### src/rtl/mips_pkg.sv
// Shared definitions for the memory bus bridge: FSM encoding, widths,
// timeout default and the load/store opcode classes.
package mips_pkg;

    localparam int unsigned ADDR_W             = 32;
    localparam int unsigned DATA_W             = 32;
    localparam int unsigned CNT_W              = 8;
    localparam int unsigned TIMEOUT_CYCLES_DEF = 16;

    typedef enum logic [1:0] {
        ST_IDLE = 2'd0,
        ST_REQ  = 2'd1,
        ST_DONE = 2'd2,
        ST_ERR  = 2'd3
    } state_e;

    // Opcode classes that raise MemRead / MemWrite in the controller
    localparam logic [5:0] OP_LW = 6'h23;
    localparam logic [5:0] OP_SW = 6'h2b;

    typedef struct packed {
        logic mem_read;
        logic mem_write;
    } mem_ctl_t;

    function automatic mem_ctl_t mem_ctl_for_op(input logic [5:0] op);
        mem_ctl_t ctl;
        ctl = '0;
        case (op)
            OP_LW:   ctl.mem_read  = 1'b1;
            OP_SW:   ctl.mem_write = 1'b1;
            default: ctl = '0;
        endcase
        return ctl;
    endfunction

endpackage

### src/rtl/mem_bus_bridge_if.sv
// Controller-side request/response and memory-side bus signals of the bridge.
interface mem_bus_bridge_if;
    import mips_pkg::*;

    logic              MemRead;
    logic              MemWrite;
    logic [ADDR_W-1:0] Address;
    logic [DATA_W-1:0] WriteData;
    logic [DATA_W-1:0] bus_rdata;
    logic              bus_ack;

    logic              bus_req;
    logic              bus_we;
    logic [ADDR_W-1:0] bus_addr;
    logic [DATA_W-1:0] bus_wdata;
    logic [DATA_W-1:0] ReadData;
    logic              Stall;
    logic              Done;
    logic              AddrErr;
    logic              Timeout;

    // The bridge itself
    modport slave (
        input  MemRead, MemWrite, Address, WriteData, bus_rdata, bus_ack,
        output bus_req, bus_we, bus_addr, bus_wdata, ReadData, Stall, Done,
               AddrErr, Timeout
    );

    // Controller plus memory environment around the bridge
    modport master (
        output MemRead, MemWrite, Address, WriteData, bus_rdata, bus_ack,
        input  bus_req, bus_we, bus_addr, bus_wdata, ReadData, Stall, Done,
               AddrErr, Timeout
    );

endinterface

### src/rtl/mem_bus_bridge_wait_timer.sv
// REQ-state wait counter: clears while outside REQ, counts un-acked cycles,
// flags the terminal count.
module wait_timer #(
    parameter int unsigned WIDTH    = 8,
    parameter int unsigned TERMINAL = 15
) (
    input  logic clk,
    input  logic reset,
    input  logic clr,
    input  logic en,
    output logic tc_c
);

    logic [WIDTH-1:0] count_q;
    logic [WIDTH-1:0] count_d;

    always_comb begin
        count_d = count_q;
        if (clr) begin
            count_d = '0;
        end else if (en) begin
            count_d = count_q + WIDTH'(1);
        end
    end

    always_ff @(posedge clk) begin
        if (reset) begin
            count_q <= '0;
        end else begin
            count_q <= count_d;
        end
    end

    assign tc_c = (count_q == WIDTH'(TERMINAL));

endmodule

### src/rtl/mem_bus_bridge.sv
// Multicycle-CPU memory bridge: turns MemRead/MemWrite into a req/ack bus
// cycle with alignment check, bounded wait and a one-cycle completion pulse.
module mem_bus_bridge
    import mips_pkg::*;
#(
    parameter int unsigned TIMEOUT_CYCLES = TIMEOUT_CYCLES_DEF
) (
    input  logic             clk,
    input  logic             reset,
    mem_bus_bridge_if.slave  bus
);

    state_e            state_q, state_d;
    logic              bus_req_q, bus_req_d;
    logic              bus_we_q, bus_we_d;
    logic [ADDR_W-1:0] bus_addr_q, bus_addr_d;
    logic [DATA_W-1:0] bus_wdata_q, bus_wdata_d;
    logic [DATA_W-1:0] read_data_q, read_data_d;
    logic              done_q, done_d;
    logic              addr_err_q, addr_err_d;
    logic              timeout_q, timeout_d;

    logic              req_c;
    logic              aligned_c;
    logic              tc_c;
    logic              tmr_clr_c;
    logic              tmr_en_c;

    assign req_c     = bus.MemRead | bus.MemWrite;
    assign aligned_c = (bus.Address[1:0] == 2'b00);
    assign tmr_clr_c = (state_q != ST_REQ);
    assign tmr_en_c  = (state_q == ST_REQ) & ~bus.bus_ack;

    wait_timer #(
        .WIDTH    (CNT_W),
        .TERMINAL (TIMEOUT_CYCLES - 1)
    ) u_wait_timer (
        .clk   (clk),
        .reset (reset),
        .clr   (tmr_clr_c),
        .en    (tmr_en_c),
        .tc_c  (tc_c)
    );

    // Next-state and registered-output logic
    always_comb begin
        state_d     = state_q;
        bus_we_d    = bus_we_q;
        bus_addr_d  = bus_addr_q;
        bus_wdata_d = bus_wdata_q;
        read_data_d = read_data_q;
        addr_err_d  = 1'b0;
        timeout_d   = 1'b0;

        case (state_q)
            ST_IDLE: begin
                if (req_c) begin
                    if (aligned_c) begin
                        state_d     = ST_REQ;
                        bus_we_d    = bus.MemWrite;
                        bus_addr_d  = {bus.Address[ADDR_W-1:2], 2'b00};
                        bus_wdata_d = bus.WriteData;
                    end else begin
                        state_d    = ST_ERR;
                        addr_err_d = 1'b1;
                    end
                end
            end
            ST_REQ: begin
                // Ack on the terminal cycle still completes the access
                if (bus.bus_ack) begin
                    state_d = ST_DONE;
                    if (!bus_we_q) begin
                        read_data_d = bus.bus_rdata;
                    end
                end else if (tc_c) begin
                    state_d   = ST_ERR;
                    timeout_d = 1'b1;
                end
            end
            ST_DONE: state_d = ST_IDLE;
            ST_ERR:  state_d = ST_IDLE;
            default: state_d = ST_IDLE;
        endcase

        bus_req_d = (state_d == ST_REQ);
        done_d    = (state_d == ST_DONE) | (state_d == ST_ERR);
    end

    always_ff @(posedge clk) begin
        if (reset) begin
            state_q     <= ST_IDLE;
            bus_req_q   <= 1'b0;
            bus_we_q    <= 1'b0;
            bus_addr_q  <= '0;
            bus_wdata_q <= '0;
            read_data_q <= '0;
            done_q      <= 1'b0;
            addr_err_q  <= 1'b0;
            timeout_q   <= 1'b0;
        end else begin
            state_q     <= state_d;
            bus_req_q   <= bus_req_d;
            bus_we_q    <= bus_we_d;
            bus_addr_q  <= bus_addr_d;
            bus_wdata_q <= bus_wdata_d;
            read_data_q <= read_data_d;
            done_q      <= done_d;
            addr_err_q  <= addr_err_d;
            timeout_q   <= timeout_d;
        end
    end

    // Stall must react in the request cycle itself, so it is combinational
    assign bus.Stall     = ~reset & ((state_q == ST_REQ) |
                                     ((state_q == ST_IDLE) & req_c & aligned_c));
    assign bus.bus_req   = bus_req_q;
    assign bus.bus_we    = bus_we_q;
    assign bus.bus_addr  = bus_addr_q;
    assign bus.bus_wdata = bus_wdata_q;
    assign bus.ReadData  = read_data_q;
    assign bus.Done      = done_q;
    assign bus.AddrErr   = addr_err_q;
    assign bus.Timeout   = timeout_q;

endmodule

### src/flat_wrapper.sv
// flat-port wrapper written by rule: the top's interface ports become plain ports
module mem_bus_bridge_flat import mips_pkg::*;
#(
    parameter int unsigned TIMEOUT_CYCLES = TIMEOUT_CYCLES_DEF
)
  (clk, reset, bus_MemRead, bus_MemWrite, bus_Address, bus_WriteData, bus_bus_rdata, bus_bus_ack, bus_bus_req, bus_bus_we, bus_bus_addr, bus_bus_wdata, bus_ReadData, bus_Stall, bus_Done, bus_AddrErr, bus_Timeout);
  mem_bus_bridge_if bus_i ();
  input  logic clk;
  input  logic reset;
  input wire logic [$bits(bus_i.MemRead)-1:0] bus_MemRead;
  input wire logic [$bits(bus_i.MemWrite)-1:0] bus_MemWrite;
  input wire logic [$bits(bus_i.Address)-1:0] bus_Address;
  input wire logic [$bits(bus_i.WriteData)-1:0] bus_WriteData;
  input wire logic [$bits(bus_i.bus_rdata)-1:0] bus_bus_rdata;
  input wire logic [$bits(bus_i.bus_ack)-1:0] bus_bus_ack;
  output wire logic [$bits(bus_i.bus_req)-1:0] bus_bus_req;
  output wire logic [$bits(bus_i.bus_we)-1:0] bus_bus_we;
  output wire logic [$bits(bus_i.bus_addr)-1:0] bus_bus_addr;
  output wire logic [$bits(bus_i.bus_wdata)-1:0] bus_bus_wdata;
  output wire logic [$bits(bus_i.ReadData)-1:0] bus_ReadData;
  output wire logic [$bits(bus_i.Stall)-1:0] bus_Stall;
  output wire logic [$bits(bus_i.Done)-1:0] bus_Done;
  output wire logic [$bits(bus_i.AddrErr)-1:0] bus_AddrErr;
  output wire logic [$bits(bus_i.Timeout)-1:0] bus_Timeout;
  assign bus_i.MemRead = bus_MemRead;
  assign bus_i.MemWrite = bus_MemWrite;
  assign bus_i.Address = bus_Address;
  assign bus_i.WriteData = bus_WriteData;
  assign bus_i.bus_rdata = bus_bus_rdata;
  assign bus_i.bus_ack = bus_bus_ack;
  assign bus_bus_req = bus_i.bus_req;
  assign bus_bus_we = bus_i.bus_we;
  assign bus_bus_addr = bus_i.bus_addr;
  assign bus_bus_wdata = bus_i.bus_wdata;
  assign bus_ReadData = bus_i.ReadData;
  assign bus_Stall = bus_i.Stall;
  assign bus_Done = bus_i.Done;
  assign bus_AddrErr = bus_i.AddrErr;
  assign bus_Timeout = bus_i.Timeout;
  mem_bus_bridge #(.TIMEOUT_CYCLES(TIMEOUT_CYCLES)) u_core (.clk(clk), .reset(reset), .bus(bus_i));
endmodule
### config.mk
export PLATFORM = sky130hd
export DESIGN_NAME = mem_bus_bridge_flat
export DESIGN_NICKNAME = d
export VERILOG_FILES = /design/src/rtl/mips_pkg.sv /design/src/rtl/mem_bus_bridge_if.sv /design/src/rtl/mem_bus_bridge_wait_timer.sv /design/src/rtl/mem_bus_bridge.sv /design/src/flat_wrapper.sv
export SDC_FILE = /design/constraint.sdc
export NUM_CORES = 1
export LEC_CHECK = 0
export BUFFER_PORTS_ARGS = -buffer_cell sky130_fd_sc_hd__buf_2
export CORE_MARGIN = 2
export CORE_UTILIZATION = 40
export CTS_CLUSTER_DIAMETER = 40
export CTS_CLUSTER_SIZE = 16
export DETAILED_ROUTE_END_ITERATION = 10
export PLACE_DENSITY_LB_ADDON = 0.12
export SYNTH_ARGS = -nofsm -noshare
export SYNTH_HDL_FRONTEND = slang
export SYNTH_SLANG_ARGS = --single-unit
export TNS_END_PERCENT = 1
### constraint.sdc
create_clock -name clk -period 1.9 [get_ports clk]
set_clock_uncertainty 0.15 [all_clocks]
set_input_delay 0.285 -clock clk [delete_from_list [all_inputs] [get_ports clk]]
set_output_delay 0.285 -clock clk [all_outputs]
set_load 0.02 [all_outputs]
==> results of run 1 <==
-- synthesized netlist by cell type, drive strengths merged, types with 2 or more instances --
library cell | number | area, µm²
dfxtp | 108 | 2162
or2 | 3 | 18.77
nand4bb | 2 | 22.52
nor4 | 2 | 12.51
clkbuf | 42 | 157.7
a21oi | 100 | 500.5
buf | 23 | 120.1
o31ai | 65 | 488.0
nor2 | 6 | 22.52
nand2b | 3 | 18.77
nand4 | 64 | 400.4
nand2 | 68 | 255.2
or3 | 2 | 12.51
o21ai | 2 | 10.01
o41ai | 2 | 17.52
or4 | 2 | 15.01
-- what timing repair did --
| item | CTS | global route |
|---|---|---|
| resized for setup | 4 | 3 |
| pin swaps | 0 | 1 |
| endpoints found under the setup margin | 1 | 1 |
| hold buffers | 25 | 0 |
| setup buffers | 0 | 3 |
| endpoints found under the hold margin | 25 | 0 |
-- layout make-up --
cell class | count | area (µm²)
Clock buffer | 11 | 151.4
Clock inverter | 5 | 50.05
Fill cell | 1037 | 4741
Multi-Input combinational cell | 339 | 1992
Sequential cell | 108 | 2170
Tap cell | 140 | 175.2
Timing Repair Buffer | 248 | 1466
-- through the flow --
| step | power (mW) | instance area (µm²) | utilization [%] |
|---|---|---|---|
| 2_1_floorplan | 2.985 | 4389 | - |
| 3_3_place_gp | 3.315 | 5515 | 51.33 |
| 3_5_place_dp | 3.329 | 5515 | 51.33 |
| 4_1_cts | 4.804 | 5976 | 55.61 |
| 5_1_grt | 4.997 | 6005 | 55.88 |
| 6_report | 4.769 | 6005 | 55.88 |
-- critical path, cell delays in order (launching register included) --
cell and delay, ns:
dfxtp_4 0.37, or2_4 0.28, o41ai_4 0.20, buf_4 0.19
-- layout by cell type (no fill, tap or decap), types with 2 or more instances in the layout --
cell type / n
buf_2: 198
dfxtp_1: 106
a21oi_1: 100
nand2_1: 68
o31ai_1: 65
nand4_1: 64
dlygate4sd3_1: 25
buf_4: 22
clkbuf_8: 11
clkinv_2: 4
nor2_4: 3
nand2b_1: 3
nor2_1: 3
buf_12: 3
or2_2: 2
nand4bb_1: 2
o21ai_0: 2
or3_1: 2
or4_1: 2
nor4_1: 2
conb_1: 2
dfxtp_4: 2
-- worst paths after layout --
kind	slack [ns]	cells past startpoint	to
hold reg to reg	0.31	2	u_core.bus.ReadData[10]
setup reg to reg	0.17	4	u_core.u_wait_timer.count_q[6]
hold / removal	0.02	3	u_core.bus.bus_wdata[24]
setup / recovery	0.06	3	bus_Stall
-- cells by family (layout without fill, tap and decap cells) --
family	count (synthesis)	count (layout)	synth area share, %
XOR/XNOR	2	2	0.4012
other	1	2	0.08588
adder cells (fa/ha/maj)	1	1	0.2865
buffers and inverters	65	264	6.361
AO/OA/AOI/OAI	172	172	23.87
AND/OR/NAND/NOR	161	161	19.25
multiplexers	1	1	0.2292
flip-flops	108	108	49.51
-- where the power goes --
group / switching (mW) / internal, mW / leakage [nW]
combinational: 0.587 / 0.340 / 1.56
clock: 0.756 / 0.674 / 0.109
sequential: 0.0514 / 2.36 / 0.878
-- metal layers --
| layer | track usage [%] | wire length, µm |
|---|---|---|
| met1 | 28.55 | 5785 |
| met2 | 35.13 | 6336 |
| met3 | 3.797 | 999 |
| met4 | 8.608 | 236 |
| met5 | 0 | 0 |
-- flip-flops by register name, summed over array words and instances (netlist names) --
signal                       count
u_core.bus.AddrErr               1
u_core.bus.Done                  1
u_core.bus.ReadData             32
u_core.bus.Timeout               1
u_core.bus.bus_addr             30
u_core.bus.bus_req               1
u_core.bus.bus_wdata            32
u_core.bus.bus_we                1
u_core.state_q                   1
u_core.u_wait_timer.count_q      8
==> results.yml, run 1 <==
power:
  irDropWorstVdd_uv: 318.9
  p_leak_nw: 2.545
  powerDensity_nw_per_um2: 794.2
clock_tree:
  cts.sinks: 108
  root_buffer: "clkbuf_8"
  clock_path_buffers: 2
  cts_buffers: 9
  clkLatencyLatePin_ns: 0.36
  cts_tree: "built"
  cts.htree.levels: 3
  clkTransAtPathRegs_ns: 0.10
placement:
  pre_cts_slack_ns: 0.08760
  hpwl_um: 8521
  gp_congestion: 0.7670
  dp_cells: 807
  io_buffers: 200
timing:
  grt_setup_unrepaired: "yes"
  slew_headroom_pct: 66.32
  timing.hold.ws_ns: 0.01742
  hold_viol: 0
  max_freq_ghz: 0.5428
  fin_ws_ns: 0.05781
  finalSetupTns_ns: 0
  drv_slew: 0
  tightest_slew_ns: 0.4925
  fin_crit_sh_pct: 96.96
  setup_violations: 0
  fin_crit_ns: 1.842
route:
  dr.first_iter.drc_count: 364
  firstDrtPassIters: 5
  final_antenna_net_count: 0
  routedWlPerCell_um: 15.70
  vias_per_cell: 5.484
  drc: 0
  via_count: 4667
  wl_um: 13360
global_route:
  antenna_found_initial: 0
  grt_pass1_wl_um: 20550
  grt_max_degree: 65
  first_global_vias: 4215
  grt_usage_pct: 21.66
  grt_overflow: 0
status:
  status: "finished, final reports clean"
logic_synthesis:
  netlist_area_um2: 4367
  synth.yosys.seq_area_share_pct: 49.51
  synth_edf_count: 0
  yosys_warnings: 0
  synth_cells: 511
  ys_ff_latch: 108
  synth_cell_types: 36
  synthArstFlopShare_pct: 0
  ys.flop_type: "dfxtp_1"
  syn_area_per_cell_um2: 8.545
floorplan:
  die-area_um2: 11770
  die_y_um: 108.5
  core_um2: 10750
  ios: 203
  rows: 38
  die_w_um: 108.5
  start_util_pct: 40.64
worst_setup_path:
  r2r_start: "u_core.state_q[0]"
  startpoint: "u_core.state_q[0]"
  cp_max_fo: 6
  crit_type: "reg -> out"
  cp.arrival_ns: 1.41
  worstSetupStartpointType: "register"
  end_kind: "output pin"
  critPathRequiredTime_ns: 1.46
final_layout:
  area.growth.synth_to_final_pct: 37.51
  fin_cells: 851
  n_antenna_cell: 0
  nets: 808
  drive_above_1_share_pct: 35.16
flow_run:
  drv_cap: 0
min_path:
  min_from: "bus_WriteData[24]"
  hp-class: "in -> reg"
No activity file was read; power rests on OpenSTA's default activity.
==> inputs of run 2 (changes only) <==
PLACE_DENSITY = 0.7   (was default)
PLACE_DENSITY_LB_ADDON = default   (was 0.12)
==> results.yml, run 2 (same netlist as run 1, synthesis figures left out) <==
floorplan:
  die-area_um2: 11770
  rows: 38
  die_y_um: 108.5
  start_util_pct: 40.64
  ios: 203
  core_um2: 10750
  die_w_um: 108.5
power:
  clkPwrFrac_pct: 29.0
  switching_share_pct: 29.10
  powerDensity_nw_per_um2: 785.3
  combPwrFrac_pct: 20.1
  irDropWorstVdd_uv: 355.1
  p_sw_mw: 1.376
  totalPowerFinal_mw: 4.729
  p_leak_nw: 2.530
  power_frac_seq_pct: 51.0
  internal-power_mw: 3.353
worst_setup_path:
  end_kind: "output pin"
  r2r_start: "u_core.bus.Done"
  r2r_setup_slack_ns: 0.20
  cp.arrival_ns: 1.41
  cp_max_fo: 3
  crit_type: "reg -> out"
  critPathRequiredTime_ns: 1.46
  reg2reg_depth: 6
  worstSetupStartpointType: "register"
  timing.rr.end: "u_core.bus.bus_wdata[2]"
clock_tree:
  cts.htree.levels: 3
  cts_tree: "built"
  cts.sinks: 108
  cts_buffers: 9
  root_buffer: "clkbuf_8"
  clock_path_buffers: 2
  clkLatencyLatePin_ns: 0.36
  clkTransAtPathRegs_ns: 0.09
global_route:
  grt_max_degree: 65
  grt_pass1_wl_um: 20450
  grt_usage_pct: 21.40
  antenna_found_initial: 0
  grt_overflow: 0
  first_global_vias: 4393
placement:
  gp_congestion: 0.7520
  io_buffers: 200
  post_dp_cell_area_um2: 5533
  hpwl_um: 8274
final_layout:
  mostFrequentLayoutCells: "199 x buf_2, 106 x dfxtp_1, 100 x a21oi_1"
  drive_above_1_share_pct: 34.51
  final_common_cell: "buf_2"
  final_cell_area_um2: 6022
  nets: 805
  n_antenna_cell: 0
  area.growth.synth_to_final_pct: 37.91
timing:
  tightest_slew_ns: 0.4778
  max_freq_ghz: 0.5433
  fin_crit_sh_pct: 96.87
  slew_headroom_pct: 67.32
  hold_viol: 0
  fin_crit_ns: 1.840
  timing.hold.ws_ns: 0.01510
  drv_slew: 0
  grt_setup_unrepaired: "no"
  setup_violations: 0
  finalSetupTns_ns: 0
route:
  final_antenna_net_count: 0
  dr.first_iter.drc_count: 273
  vias_per_cell: 5.590
  firstDrtPassIters: 5
  routedWlPerCell_um: 15.60
  via_count: 4735
  wl_um: 13210
  drc: 0
status:
  status: "finished, final reports clean"
min_path:
  hp-class: "in -> reg"
  min_from: "bus_bus_rdata[3]"
  worstHoldEndpoint: "u_core.bus.ReadData[3]"
  hold_depth: 3
flow_run:
  drv_cap: 0
-- run 2: timing repair --
item	4_1_cts	5_1_grt
gates resized for setup	5	2
hold endpoints to repair	26	0
hold buffers	26	0
setup endpoints to repair	1	1
buffers inserted	0	3
-- run 2: per-stage QoR --
step                setup slack, ns  util [%]  std cells
global route               0.002854     56.04        847
finish                      0.05952     56.04        847
global placement             0.1501     51.49        803
CTS                         0.01265     55.79        844
floorplan                   0.04687         -        512
detailed placement           0.1471     51.49        803
-- run 2: critical path: stages, from the launching register on --
cell,delay [ns]
dfxtp_4,0.36
or2_4,0.27
o41ai_4,0.22
buf_4,0.19
-- run 2: worst max path at each step --
stage	start	endpoint	slack [ns]	cells after the start
after CTS	u_core.state_q[0]	bus_Stall	0.01	3
after global routing	u_core.bus.Done	bus_Stall	0.003	3
final	u_core.bus.Done	bus_Stall	0.06	3
after detailed placement	bus_Address[1]	bus_Stall	0.15	4
after floorplan	u_core.bus.Done	bus_Stall	0.05	4
after global placement	bus_Address[1]	bus_Stall	0.15	4
-- run 2: metal layers --
layer  part of all wire, %  GRT usage, %  vias up
li1                      -             -     2268
met1                    40         25.99     2231
met2                    51         37.14      198
met3                   5.8         2.652       38
met4                   3.3         10.71        0
met5                     0             0        -
-- run 2: area by class of cell --
| cell class | instances | area, µm² |
|---|---|---|
| Tap cell | 140 | 175.2 |
| Clock inverter | 4 | 50.05 |
| Sequential cell | 108 | 2170 |
| Multi-Input combinational cell | 339 | 1992 |
| Fill cell | 976 | 4723 |
| Timing Repair Buffer | 245 | 1494 |
| Clock buffer | 11 | 141.4 |
-- run 2: power groups by stage --
| stage | Combinational [mW] | Clock, mW | Sequential, mW |
|---|---|---|---|
| 6_report | 0.949 | 1.37 | 2.41 |
| 5_1_grt | 1.02 | 1.50 | 2.42 |
| 4_1_cts | 0.930 | 1.41 | 2.41 |
| 3_5_place_dp | 0.881 | 0 | 2.47 |
| 3_3_place_gp | 0.870 | 0 | 2.46 |
| 2_1_floorplan | 0.413 | 0 | 2.57 |
